`src/rtl/hilo_muldiv_if.sv`:
```
// hilo_muldiv_if: request/result bundle between EX/decode (master) and the HI/LO mul-div unit (slave)
interface hilo_muldiv_if #(parameter int WIDTH = 32);
  logic             start;
  logic [2:0]       op;
  logic [WIDTH-1:0] a;
  logic [WIDTH-1:0] b;
  logic             flush;
  logic             busy;
  logic             done;
  logic [WIDTH-1:0] hi;
  logic [WIDTH-1:0] lo;
  modport master (output start, op, a, b, flush, input busy, done, hi, lo);
  modport slave  (input start, op, a, b, flush, output busy, done, hi, lo);
endinterface

```
`src/rtl/hilo_muldiv.sv`:
```
// hilo_muldiv: iterative MULT/MULTU/DIV/DIVU/MTHI/MTLO unit owning HI/LO; ports clk, rst_n (async low), io (slave: start/op/a/b/flush in, busy/done/hi/lo out); HILO_FAST_MUL_EN selects a single-cycle multiplier
module hilo_muldiv #(
  parameter int WIDTH = 32,
  parameter int CNT_W = 6
) (
  input logic         clk,
  input logic         rst_n,
  hilo_muldiv_if.slave io
);
  typedef enum logic {IDLE, RUN} state_t;
  state_t state_q, state_d;
  logic [CNT_W-1:0] cnt_q, cnt_d;
  logic [WIDTH-1:0] hi_q, hi_d, lo_q, lo_d, p_q, p_d, l_q, l_d, m_q, m_d;
  logic div_q, div_d, neg_q, neg_d, rneg_q, rneg_d, done_q, done_d;
  logic sgn, a_neg, b_neg;
  logic [WIDTH-1:0] a_mag, b_mag, step_p, step_l;
  logic [WIDTH:0] sum, shl, diff;
  logic [2*WIDTH-1:0] prod;
  assign sgn   = ~io.op[0];
  assign a_neg = sgn & io.a[WIDTH-1];
  assign b_neg = sgn & io.b[WIDTH-1];
  assign a_mag = a_neg ? -io.a : io.a;
  assign b_mag = b_neg ? -io.b : io.b;
  // p_q is the running upper half (multiply) or partial remainder (divide);
  // l_q holds the multiplier shifting out / dividend shifting into the quotient
  assign sum    = {1'b0, p_q} + {1'b0, (l_q[0] ? m_q : {WIDTH{1'b0}})};
  assign shl    = {p_q, l_q[WIDTH-1]};
  assign diff   = shl - {1'b0, m_q};
  assign step_p = div_q ? (diff[WIDTH] ? shl[WIDTH-1:0] : diff[WIDTH-1:0]) : sum[WIDTH:1];
  assign step_l = div_q ? {l_q[WIDTH-2:0], ~diff[WIDTH]} : {sum[0], l_q[WIDTH-1:1]};
  assign prod   = neg_q ? -{step_p, step_l} : {step_p, step_l};
`ifdef HILO_FAST_MUL_EN
  logic [2*WIDTH-1:0] fast;
  assign fast = {{WIDTH{a_neg}}, io.a} * {{WIDTH{b_neg}}, io.b};
`endif
  always_comb begin
    state_d = state_q;
    cnt_d   = cnt_q;
    hi_d    = hi_q;
    lo_d    = lo_q;
    p_d     = p_q;
    l_d     = l_q;
    m_d     = m_q;
    div_d   = div_q;
    neg_d   = neg_q;
    rneg_d  = rneg_q;
    done_d  = 1'b0;
    if (state_q == IDLE) begin
      if (io.start && !io.flush) begin
        if (io.op == 3'd4) begin
          hi_d   = io.a;
          done_d = 1'b1;
        end else if (io.op == 3'd5) begin
          lo_d   = io.a;
          done_d = 1'b1;
        end else if (io.op[2:1] == 2'b01 && io.b == '0) begin
          hi_d   = io.a;
          lo_d   = '1;
          done_d = 1'b1;
`ifdef HILO_FAST_MUL_EN
        end else if (io.op[2:1] == 2'b00) begin
          {hi_d, lo_d} = fast;
          done_d       = 1'b1;
`endif
        end else if (!io.op[2]) begin
          state_d = RUN;
          cnt_d   = '0;
          p_d     = '0;
          l_d     = a_mag;
          m_d     = b_mag;
          div_d   = io.op[1];
          neg_d   = a_neg ^ b_neg;
          rneg_d  = a_neg;
        end
      end
    end else if (io.flush) begin
      state_d = IDLE;
    end else begin
      p_d   = step_p;
      l_d   = step_l;
      cnt_d = cnt_q + 1'b1;
      if (cnt_q == CNT_W'(WIDTH - 1)) begin
        state_d = IDLE;
        done_d  = 1'b1;
        hi_d    = div_q ? (rneg_q ? -step_p : step_p) : prod[2*WIDTH-1:WIDTH];
        lo_d    = div_q ? (neg_q ? -step_l : step_l) : prod[WIDTH-1:0];
      end
    end
  end
  always_ff @(posedge clk or negedge rst_n) begin
    if (!rst_n) begin
      state_q <= IDLE;
      cnt_q   <= '0;
      hi_q    <= '0;
      lo_q    <= '0;
      p_q     <= '0;
      l_q     <= '0;
      m_q     <= '0;
      div_q   <= 1'b0;
      neg_q   <= 1'b0;
      rneg_q  <= 1'b0;
      done_q  <= 1'b0;
    end else begin
      state_q <= state_d;
      cnt_q   <= cnt_d;
      hi_q    <= hi_d;
      lo_q    <= lo_d;
      p_q     <= p_d;
      l_q     <= l_d;
      m_q     <= m_d;
      div_q   <= div_d;
      neg_q   <= neg_d;
      rneg_q  <= rneg_d;
      done_q  <= done_d;
    end
  end
  assign io.busy = (state_q == RUN);
  assign io.done = done_q;
  assign io.hi   = hi_q;
  assign io.lo   = lo_q;
endmodule

```
`src/flat_wrapper.sv`:
```
// flat-port wrapper written by rule: the top's interface ports become plain ports
module hilo_muldiv_flat 
#(
  parameter int WIDTH = 32,
  parameter int CNT_W = 6
)
  (clk, rst_n, io_start, io_op, io_a, io_b, io_flush, io_busy, io_done, io_hi, io_lo);
  hilo_muldiv_if #(.WIDTH(WIDTH)) io_i ();
  input logic clk;
  input logic rst_n;
  input wire logic [$bits(io_i.start)-1:0] io_start;
  input wire logic [$bits(io_i.op)-1:0] io_op;
  input wire logic [$bits(io_i.a)-1:0] io_a;
  input wire logic [$bits(io_i.b)-1:0] io_b;
  input wire logic [$bits(io_i.flush)-1:0] io_flush;
  output wire logic [$bits(io_i.busy)-1:0] io_busy;
  output wire logic [$bits(io_i.done)-1:0] io_done;
  output wire logic [$bits(io_i.hi)-1:0] io_hi;
  output wire logic [$bits(io_i.lo)-1:0] io_lo;
  assign io_i.start = io_start;
  assign io_i.op = io_op;
  assign io_i.a = io_a;
  assign io_i.b = io_b;
  assign io_i.flush = io_flush;
  assign io_busy = io_i.busy;
  assign io_done = io_i.done;
  assign io_hi = io_i.hi;
  assign io_lo = io_i.lo;
  hilo_muldiv #(.WIDTH(WIDTH), .CNT_W(CNT_W)) u_core (.clk(clk), .rst_n(rst_n), .io(io_i));
endmodule
```
`config.mk`:
```
export PLATFORM = sky130hd
export DESIGN_NAME = hilo_muldiv_flat
export DESIGN_NICKNAME = d
export VERILOG_FILES = /design/src/rtl/hilo_muldiv_if.sv /design/src/rtl/hilo_muldiv.sv /design/src/flat_wrapper.sv
export SDC_FILE = /design/constraint.sdc
export NUM_CORES = 1
export LEC_CHECK = 0
export ABC_CLOCK_PERIOD_IN_PS = 4300
export CORE_MARGIN = 1.5
export CORE_UTILIZATION = 35
export DETAILED_ROUTE_END_ITERATION = 10
export SLEW_MARGIN = 20
export SYNTH_ARGS = -nofsm -noshare
export SYNTH_HDL_FRONTEND = slang
export SYNTH_SLANG_ARGS = --single-unit
```
`constraint.sdc`:
```
create_clock -name clk -period 4.3 [get_ports clk]
set_input_delay 0.86 -clock clk [delete_from_list [all_inputs] [get_ports clk]]
set_output_delay 0.86 -clock clk [all_outputs]
set_load 0.02 [all_outputs]
```
==> Flow_metrics.wiki <==
{| class="wikitable"
! Metric !! Value
|-
| Hold bufs inserted after CTS || 0
|-
| Area grow syn2layout || 41.4%
|-
| Number of standard cells after synthesis || 1,910
|-
| Post-CTS clock slew at the launch and capture registers of the worst setup and hold paths || 0.09 ns
|-
| Netlist area before placement || 0.0152 mm²
|-
| Initial Utilization || 35.3%
|-
| Number of buffer cells added on primary ports || 136
|-
| Power, Total || 15,500 µW
|-
| Sum of net half-perimeters after detailed placement || 46,600 µm
|-
| Die X || 211 µm
|-
| Worst-Margin Slew || 1.11 ns
|-
| PwrDens || 725 mW/mm²
|-
| Buffer levels on the longest clock path || 2
|-
| Largest voltage drop on the vdd net || 0.362 mV
|-
| Slack of the worst reg-to-reg path || -0.21 ns
|-
| Overflow after GRT || 0
|-
| Top post-synthesis cells by area || dfrtp_1 (28%), a21oi_1 (5.8%), ha_1 (5.7%)
|-
| Reg-to-reg critical path endpoint || u_core.io.hi[24]
|-
| Share of post-route cells with drive strength above 1 || 25.2%
|-
| Number of antenna violations at the first check in global routing || 0
|-
| Ports placed on the boundary || 137
|-
| Result of the run || finished with violations
|-
| Placeable core region || 0.0429 mm²
|-
| Drt pass-1 iters || 6
|-
| Maximum number of pins on one net before global-route repair || 78
|-
| Total global-route track usage || 27.2%
|-
| Worst min path class || input port to asynchronous set/reset pin
|-
| Hold Violations, Final || 0
|-
| EDFF count, synth || 0
|-
| Sinks on the clock net || 171
|-
| Req. time, crit path || 4.72 ns
|-
| Seq/Total Area, Yosys || 28.2%
|-
| Via density per instance || 5.64
|-
| Routed WL per cell || 20.6 µm
|-
| Slew margin rel. || 25.4%
|-
| TritonCTS clock tree || built
|-
| Number of antenna-violating nets in the routed design || 0
|-
| Class of the most critical setup path || flip-flop to flip-flop
|-
| Starting DRC count in detailed routing || 1,533
|-
| RD Place Congestion || 0.986
|-
| DRC Markers || 0
|-
| Maxcap violations || 0
|-
| Setup total negative slack || -4.10 ns
|-
| Synthesis-stage register bit count || 171
|-
| Clock skew || 0.0184 ns
|-
| Most used DFF post-synth || dfrtp_1
|-
| Total wirelength of the detailed-routed design || 60,900 µm
|-
| Die outline area || 0.0446 mm²
|-
| Final-report setup violation count || 34
|-
| Wire length of the first global-routing pass || 92,900 µm
|-
| Clock H-tree levels || 4
|-
| Most common library cell in the layout ignoring fill and taps || buf_4
|-
| R2r worst-path depth || 21
|-
| Max Fanout on Critical Path || 8
|-
| Syn Nets || 2,052
|-
| Maximum clock rate || 222 MHz
|-
| Worst Setup Slack, final || -0.213 ns
|-
| Critical Path Source Type || flip-flop
|-
| Leakage || 0.00946 µW
|-
| Final clock period utilization by the worst path || 105%
|-
| FFs w/ async S/R, synth || 100%
|-
| Count of different cell masters after synthesis || 95
|-
| Number of antenna diodes || 0
|-
| CP Capture Type || flip-flop
|-
| RSZ-0062 raised after global routing || yes
|-
| Fraction of synthesized cell area taken by the top area cell type || 28.2%
|-
| Top cell type by total area after synthesis || dfrtp_1
|-
| Via count of the first global-routing pass || 15,800
|-
| Warnings, synthesis || 0
|-
| Root buffer cell || clkbuf_16
|-
| Top library cells by usage in the layout, fill and taps aside || buf_4 (370), nand2_1 (213), dfrtp_1 (168)
|-
| Average cell area after synthesis || 7.93 µm²
|-
| Utilization after layout || 50.0%
|-
| Number of placement rows || 76
|-
| Data arrival at the endpoint of the critical path || 4.94 ns
|-
| Vertical extent of the die || 211 µm
|-
| Crit Reg-Reg Startpoint || u_core.m_q[0]
|-
| Violated checks || negative setup slack
|-
| Time the worst path needs with I/O delays and setup || 4.51 ns
|-
| Total number of vias || 16,700
|-
| TritonCTS buffer count || 17
|-
| Final number of max-transition violations || 0
|-
| Clock insertion delay at the later pin of the skew report || 0.50 ns
|-
| Number of nets in the layout || 2,504
|}
worst max-delay path by stage:
stage | from | to | slack, ns | cells after the start
6_report | u_core.m_q[0] | u_core.io.hi[24] | -0.21 | 21
3_3_place_gp | io_b[4] | u_core.io.lo[18] | -0.43 | 13
3_5_place_dp | io_b[4] | u_core.io.lo[18] | -0.40 | 13
2_1_floorplan | u_core.l_q[31] | u_core.io.hi[4] | 0.007 | 21
5_1_grt | u_core.m_q[17] | u_core.io.hi[20] | -0.34 | 21
4_1_cts | u_core.m_q[0] | u_core.io.hi[6] | -0.20 | 21
timing repair:
item	4_1_cts	5_1_grt
buffers inserted	17	22
pin swaps	46	59
setup endpoints to repair	36	52
gates resized for setup	68	96
cells by family after synthesis:
logic type / after synthesis / share of synthesized area [%]
and+or+nand+nor: 652 / 20.9
AOI/OAI and AO/OA: 624 / 27.3
buffers and inverters: 181 / 4.83
DFF: 171 / 28.2
xor gates and xnor gates: 163 / 9.42
adders and majority gates: 71 / 5.96
muxes: 48 / 3.34
per-stage QoR:
step | instances | hold slack (ns) | worst slack (ns) | instance area, µm²
finish | 2960 | 0.323 | -0.213 | 21400
global route | 2960 | 0.348 | -0.343 | 21400
detailed placement | 2894 | 0.465 | -0.405 | 19800
global placement | 2894 | 0.462 | -0.432 | 19800
floorplan | 1910 | 0.462 | 0.00726 | 15200
CTS | 2941 | 0.335 | -0.195 | 20800
state kept, by name (all words and copies together), names as in the netlist, 6 cells and up:
| name | flops |
|---|---|
| u_core.cnt_q | 6 |
| u_core.io.hi | 32 |
| u_core.io.lo | 32 |
| u_core.l_q | 32 |
| u_core.m_q | 32 |
| u_core.p_q | 32 |
critical path, cell delays in order (launching register included):
cell and delay [ns]:
dfrtp_2 0.46, ha_4 0.19, fa_2 0.34, nand2b_4 0.15, a211o_1 0.30, a211o_1 0.34
buf_6 0.13, a21boi_4 0.23, nor3_4 0.09, buf_6 0.14, buf_12 0.13, o21ai_2 0.12
o211ai_1 0.12, buf_4 0.20, a211oi_4 0.26, buf_6 0.17, nand4_4 0.16, o41ai_4 0.37
xor2_1 0.17, mux2i_1 0.09, buf_4 0.16, o21ai_1 0.12
layer usage:
metal	up-vias	track usage [%]	wire, µm
met5	-	0	0
met2	691	41.8	27100
li1	7846	-	-
met3	117	5.69	4220
met1	8036	37.3	27300
met4	0	10.4	2170
Yosys cell counts, drive strengths merged (4+ instances only):
cell type,count
a211o,4
a211oi,15
a21boi,6
a21o,37
a21oi,180
a221oi,21
a22o,20
a311oi,5
a31o,7
a31oi,25
a41oi,6
and2,38
and3,20
buf,28
clkbuf,78
dfrtp,171
ha,69
inv,75
mux2,7
mux2i,41
nand2,217
nand2b,15
nand3,41
nand4,23
nor2,166
nor2b,15
nor3,46
nor3b,6
nor4,17
o2111ai,4
o211ai,17
o21a,6
o21ai,159
o21bai,11
o221ai,27
o22ai,20
o31ai,21
o41ai,12
or2,11
or3,22
or4,8
xnor2,86
xor2,77
cell type report:
type                            count  area (µm²)
Clock buffer                       19         433
Clock inverter                     13         153
Fill cell                        4103       21500
Inverter                           75         282
Multi-Input combinational cell   1558       10900
Sequential cell                   171        4290
Tap cell                          585         732
Timing Repair Buffer              539        4630
report_power, final:
group          switching [µW]  total, µW  leakage [µW]  internal [µW]
clock                     812       1640      0.000284            824
combinational            6060      11200       0.00709           5090
sequential                550       2760       0.00208           2210
Note: power is estimated with default switching activity, not from simulation.
